--- src/rtl/bin_to_bcd8_if.sv ---
// Request/result bundle for the 8-digit binary-to-BCD converter.
// start is a request that is accepted only on a rising edge where busy=0; done is a one-cycle result strobe.
interface bin_to_bcd8_if #(parameter int WIDTH = 27);
    logic             start;
    logic [WIDTH-1:0] bin;
    logic             busy;
    logic             done;
    logic             ovf;
    logic [3:0]       dig7, dig6, dig5, dig4, dig3, dig2, dig1, dig0;

    modport master (
        output start, bin,
        input  busy, done, ovf, dig7, dig6, dig5, dig4, dig3, dig2, dig1, dig0
    );

    modport slave (
        input  start, bin,
        output busy, done, ovf, dig7, dig6, dig5, dig4, dig3, dig2, dig1, dig0
    );
endinterface

--- src/rtl/bin_to_bcd8.sv ---
// Sequential double-dabble converter: WIDTH-bit unsigned binary to eight registered BCD digits.
// Values above 99,999,999 saturate the display to all nines and raise ovf.
module bin_to_bcd8 #(
    parameter int WIDTH = 27
) (
    input  logic              clk,
    input  logic              rst,
    bin_to_bcd8_if.slave      bus,
    output logic [1:0]        dbg_state
);

    localparam int          CW        = $clog2(WIDTH + 1);
    localparam logic [31:0] OVF_LIMIT = 32'd99_999_999;

    typedef enum logic [1:0] {
        IDLE  = 2'd0,
        SHIFT = 2'd1,
        DONE  = 2'd2
    } state_t;

    state_t           state_q, state_d;
    logic [WIDTH-1:0] binreg_q, binreg_d;
    logic [31:0]      scratch_q, scratch_d;
    logic [CW-1:0]    cnt_q, cnt_d;
    logic             ovf_pend_q, ovf_pend_d;
    logic [31:0]      dig_q, dig_d;
    logic             ovf_q, ovf_d;
    logic             done_q, done_d;
    logic [31:0]      adj;

    // Add-3 correction applied to every nibble before each shift.
    always_comb begin
        adj = scratch_q;
        for (int i = 0; i < 8; i++) begin
            if (scratch_q[4*i +: 4] >= 4'd5) begin
                adj[4*i +: 4] = scratch_q[4*i +: 4] + 4'd3;
            end
        end
    end

    always_comb begin
        state_d    = state_q;
        binreg_d   = binreg_q;
        scratch_d  = scratch_q;
        cnt_d      = cnt_q;
        ovf_pend_d = ovf_pend_q;
        dig_d      = dig_q;
        ovf_d      = ovf_q;
        done_d     = 1'b0;
        case (state_q)
            IDLE: begin
                if (bus.start) begin
                    binreg_d   = bus.bin;
                    scratch_d  = '0;
                    cnt_d      = CW'(WIDTH);
                    ovf_pend_d = (32'(bus.bin) > OVF_LIMIT);
                    state_d    = SHIFT;
                end
            end
            SHIFT: begin
                scratch_d = (adj << 1) | {31'd0, binreg_q[WIDTH-1]};
                binreg_d  = binreg_q << 1;
                cnt_d     = cnt_q - 1'b1;
                if (cnt_q == CW'(1)) begin
                    state_d = DONE;
                end
            end
            DONE: begin
                dig_d   = ovf_pend_q ? 32'h9999_9999 : scratch_q;
                ovf_d   = ovf_pend_q;
                done_d  = 1'b1;
                state_d = IDLE;
            end
            default: state_d = IDLE;
        endcase
    end

    always_ff @(posedge clk or negedge rst) begin
        if (!rst) begin
            state_q    <= IDLE;
            binreg_q   <= '0;
            scratch_q  <= '0;
            cnt_q      <= '0;
            ovf_pend_q <= 1'b0;
            dig_q      <= '0;
            ovf_q      <= 1'b0;
            done_q     <= 1'b0;
        end else begin
            state_q    <= state_d;
            binreg_q   <= binreg_d;
            scratch_q  <= scratch_d;
            cnt_q      <= cnt_d;
            ovf_pend_q <= ovf_pend_d;
            dig_q      <= dig_d;
            ovf_q      <= ovf_d;
            done_q     <= done_d;
        end
    end

    assign bus.busy  = (state_q != IDLE);
    assign bus.done  = done_q;
    assign bus.ovf   = ovf_q;
    assign bus.dig7  = dig_q[31:28];
    assign bus.dig6  = dig_q[27:24];
    assign bus.dig5  = dig_q[23:20];
    assign bus.dig4  = dig_q[19:16];
    assign bus.dig3  = dig_q[15:12];
    assign bus.dig2  = dig_q[11:8];
    assign bus.dig1  = dig_q[7:4];
    assign bus.dig0  = dig_q[3:0];
    assign dbg_state = state_q;

endmodule

--- src/flat_wrapper.sv ---
// flat-port wrapper written by rule: the top's interface ports become plain ports
module bin_to_bcd8_flat 
#(
    parameter int WIDTH = 27
)
  (clk, rst, dbg_state, bus_start, bus_bin, bus_busy, bus_done, bus_ovf, bus_dig7, bus_dig6, bus_dig5, bus_dig4, bus_dig3, bus_dig2, bus_dig1, bus_dig0);
  bin_to_bcd8_if #(.WIDTH(WIDTH)) bus_i ();
  input  logic clk;
  input  logic rst;
  output logic [1:0] dbg_state;
  input wire logic [$bits(bus_i.start)-1:0] bus_start;
  input wire logic [$bits(bus_i.bin)-1:0] bus_bin;
  output wire logic [$bits(bus_i.busy)-1:0] bus_busy;
  output wire logic [$bits(bus_i.done)-1:0] bus_done;
  output wire logic [$bits(bus_i.ovf)-1:0] bus_ovf;
  output wire logic [$bits(bus_i.dig7)-1:0] bus_dig7;
  output wire logic [$bits(bus_i.dig6)-1:0] bus_dig6;
  output wire logic [$bits(bus_i.dig5)-1:0] bus_dig5;
  output wire logic [$bits(bus_i.dig4)-1:0] bus_dig4;
  output wire logic [$bits(bus_i.dig3)-1:0] bus_dig3;
  output wire logic [$bits(bus_i.dig2)-1:0] bus_dig2;
  output wire logic [$bits(bus_i.dig1)-1:0] bus_dig1;
  output wire logic [$bits(bus_i.dig0)-1:0] bus_dig0;
  assign bus_i.start = bus_start;
  assign bus_i.bin = bus_bin;
  assign bus_busy = bus_i.busy;
  assign bus_done = bus_i.done;
  assign bus_ovf = bus_i.ovf;
  assign bus_dig7 = bus_i.dig7;
  assign bus_dig6 = bus_i.dig6;
  assign bus_dig5 = bus_i.dig5;
  assign bus_dig4 = bus_i.dig4;
  assign bus_dig3 = bus_i.dig3;
  assign bus_dig2 = bus_i.dig2;
  assign bus_dig1 = bus_i.dig1;
  assign bus_dig0 = bus_i.dig0;
  bin_to_bcd8 #(.WIDTH(WIDTH)) u_core (.clk(clk), .rst(rst), .bus(bus_i), .dbg_state(dbg_state));
endmodule
--- config.mk ---
export PLATFORM = sky130hd
export DESIGN_NAME = bin_to_bcd8_flat
export DESIGN_NICKNAME = d
export VERILOG_FILES = /design/src/rtl/bin_to_bcd8_if.sv /design/src/rtl/bin_to_bcd8.sv /design/src/flat_wrapper.sv
export SDC_FILE = /design/constraint.sdc
export NUM_CORES = 1
export LEC_CHECK = 0
export ABC_AREA = 0
export CAP_MARGIN = 20
export CELL_PAD_IN_SITES_DETAIL_PLACEMENT = 1
export CELL_PAD_IN_SITES_GLOBAL_PLACEMENT = 1
export CORE_ASPECT_RATIO = 0.9
export CORE_MARGIN = 2
export CORE_UTILIZATION = 42
export CTS_BUF_LIST = sky130_fd_sc_hd__clkbuf_4 sky130_fd_sc_hd__clkbuf_8 sky130_fd_sc_hd__clkbuf_16
export DETAILED_ROUTE_END_ITERATION = 12
export PLACE_DENSITY = 0.82
export RECOVER_POWER = 50
export SLEW_MARGIN = 20
export SYNTH_ARGS = -nofsm -noshare
export SYNTH_HDL_FRONTEND = slang
export SYNTH_SLANG_ARGS = --single-unit
--- constraint.sdc ---
create_clock -name clk -period 1.93 [get_ports clk]
set_input_delay 0.193 -clock clk [delete_from_list [all_inputs] [get_ports clk]]
set_output_delay 0.193 -clock clk [all_outputs]
set_load 0.05 [all_outputs]
==> flow_metrics.tcl <==
set metrics [dict create \
    dieWidth_um 116 \
    dp_cells 688 \
    ys_ff_latch 101 \
    gp_congestion 0.777 \
    grt_overflow_total 0 \
    coreArea_um2 10900 \
    power_frac_comb_pct 42.6 \
    ys.flop_type "dfrtp_1" \
    ctsHtreeMaxLevel 3 \
    layout.nets 596 \
    max_cap_viol_count 0 \
    vias 3828 \
    final_util_pct 54.9 \
    worst_slew_pin_slew_ns 0.951 \
    yosysWarningCount 0 \
    grt_setup_unrepaired "false" \
    drc 0 \
    crit_path_max_fanout 5 \
    portBuffers 66 \
    fp.dieH_um 105 \
    via_per_inst 5.43 \
    fin_ws_ns 0.136 \
    syn_area_um2 4770 \
    synth_cell_types 35 \
    status "complete, no violations" \
    cts_max_path_buffers 2 \
    path_class "flop to flop" \
    min_period_over_period_pct 92.9 \
    p_leak_nw 2.65 \
    syn_avg_cell_area_um2 9.78 \
    grt.total_usage_pct 20.7 \
    maxSlewViolCount 0 \
    synth_seq_area_share_pct 52.9 \
    drtAntennaViolNets 0 \
    hold_viol 0 \
    grt_max_degree 47 \
    endpoint_kind "flop" \
    path_clk_slew_ns 0.07 \
    io_pins 67 \
    drive_above_1_share_pct 8.14 \
    netSwitchingFraction_pct 40.7 \
    power.density_nw_per_um2 1750 \
    fin_cells 705 \
    row_count 36 \
    wl_per_cell_um 16.8 \
    cts_tree "built" \
    synth-edff-count 0 \
    irDropWorstVdd_mv 0.767 \
    clkLatencyLatePin_ns 0.36 \
    cp-start-kind "flop" \
    drt_iter0_markers 190 \
    grt_pass1_vias 4130 \
    finalSetupTns_ns 0 \
    hp-class "input port to flop" \
    diodes 0 \
    syn_inst 488 \
    intPower_w 0.00623 \
    synthArstFlopShare_pct 100 \
    post_cts_buffers 0 \
    cts.sinks 101 \
    grt_first_pass_wirelength_um 20100 \
    area_growth_pct 25.9 \
    cts-root-buf "clkbuf_16" \
    max_freq_mhz 558 \
    p_sw_w 0.00427 \
    wl_um 11800 \
    slew_headroom_pct 36.6 \
    mostFrequentLayoutCells "dfrtp_1, nand2_1, clkdlybuf4s50_1" \
    power_frac_clock_pct 22.6 \
    final.min_clock_period_ns 1.79 \
    layout_commonest_cell "dfrtp_1" \
    finalSetupViolations 0 \
    dieArea_um2 12200 \
    critical_path_arrival_ns 2.06 \
    clock_skew_ns 0.0107 \
    cts_made_buffers 9 \
    antenna_found_initial 0 \
    critPathRequiredTime_ns 2.20 \
    initial_utilization_pct 43.6 \
    first_pass_iters 4 \
    dp_hpwl_um 7800 \
    syn_nets 536 \
    preCtsSetupSlack_ns 0.0309 \
    p_seq_share_pct 34.8 \
]
## cells in the mapped netlist (2+ instances only)
library cell,count,share of area [%]
dfrtp_1,101,53
o31ai_1,25,3.9
a32o_1,8,1.7
nand2b_1,18,2.4
a31oi_1,2,0.26
and2_1,2,0.26
a22oi_1,26,4.1
o21ai_0,50,5.2
a21oi_1,8,0.84
inv_1,19,1.5
mux2i_1,2,0.42
nor2_1,20,1.6
xor2_1,7,1.3
nor3_1,4,0.42
nand3_1,25,2.6
buf_2,16,1.7
mux2_2,8,1.9
nand2_1,92,7.2
xnor2_1,9,1.7
ha_1,18,4.7
clkbuf_1,14,1.1
## flip-flops by register name, indices dropped and copies added (netlist names)
| name | flops |
|---|---|
| u_core.dbg_state | 2 |
| u_core.cnt_q | 5 |
| u_core.ovf_pend_q | 1 |
| u_core.binreg_q | 27 |
| u_core.bus.ovf | 1 |
| u_core.bus.done | 1 |
| u_core.scratch_q | 32 |
| u_core.dig_q | 32 |
## logic make-up (layout without fill, tap and decap cells)
logic type | after synthesis | after routing | share of synthesized area [%]
muxes | 10 | 10 | 2.31
buffers and inverters | 49 | 114 | 4.27
AOI/OAI and AO/OA | 123 | 123 | 16.7
xor gates and xnor gates | 16 | 16 | 2.94
DFF | 101 | 101 | 52.9
and+or+nand+nor | 171 | 171 | 16.2
adders and majority gates | 18 | 18 | 4.72
## final timing paths
check / cells after the start / startpoint / slack (ns) / endpoint
max in group asynchronous: 3 / rst / 0.28 / u_core.scratch_q[11]$_DFFE_PN0P_
setup / recovery: 6 / u_core.scratch_q[12]$_DFFE_PN0P_ / 0.14 / u_core.scratch_q[14]$_DFFE_PN0P_
hold / removal: 3 / bus_bin[0] / 0.42 / u_core.binreg_q[0]$_DFFE_PN0P_
setup reg to reg: 6 / u_core.scratch_q[12]$_DFFE_PN0P_ / 0.14 / u_core.scratch_q[14]$_DFFE_PN0P_
hold reg to reg: 2 / u_core.dig_q[10]$_DFFE_PN0P_ / 0.48 / u_core.dig_q[10]$_DFFE_PN0P_
min in group asynchronous: 2 / rst / 0.53 / u_core.scratch_q[28]$_DFFE_PN0P_
## through the flow
step	hold WS (ns)	total power (W)	cell area, um2
2_1_floorplan	-0.103	0.00673	4770
3_3_place_gp	0.204	0.00784	5640
3_5_place_dp	0.207	0.00813	5640
4_1_cts	0.393	0.0106	6040
5_1_grt	0.450	0.0112	6010
6_report	0.421	0.0105	6010
## worst max-delay path, cell delays in order, from the launching register on
cell      delay [ns]
dfrtp_1         0.44
inv_1           0.13
ha_1            0.22
nand2b_1        0.07
a21oi_1         0.34
mux2_2          0.38
o21ai_0         0.14
## final cells by class
class | count | area (um2)
sequential | 101 | 2530
tap | 152 | 190
clock buffer | 9 | 225
fill | 1229 | 4930
inverter | 19 | 71.3
clock inverter | 7 | 168
multi-input combinational | 338 | 2070
timing repair buffer | 79 | 759
## metal layers
metal | track usage (%) | wire length (um)
met3 | 3.77 | 349
met2 | 34.8 | 5900
met1 | 27.0 | 5390
met5 | 0 | 0
met4 | 6.63 | 186
## power groups by stage
stage,registers [W],logic (W),clock network (W)
floorplan,0.00427,0.00246,0
global placement,0.00361,0.00422,0
detailed placement,0.00367,0.00446,0
CTS,0.00365,0.00452,0.00240
global route,0.00378,0.00498,0.00248
finish,0.00366,0.00448,0.00237
## what timing repair did
action                     4_1_cts  5_1_grt
hold buffers                     1        0
gates resized for setup          3        3
gates cloned                     0        0
hold endpoints to repair        36        0
setup endpoints to repair        3        6
Power figures use the tool's default switching activity.
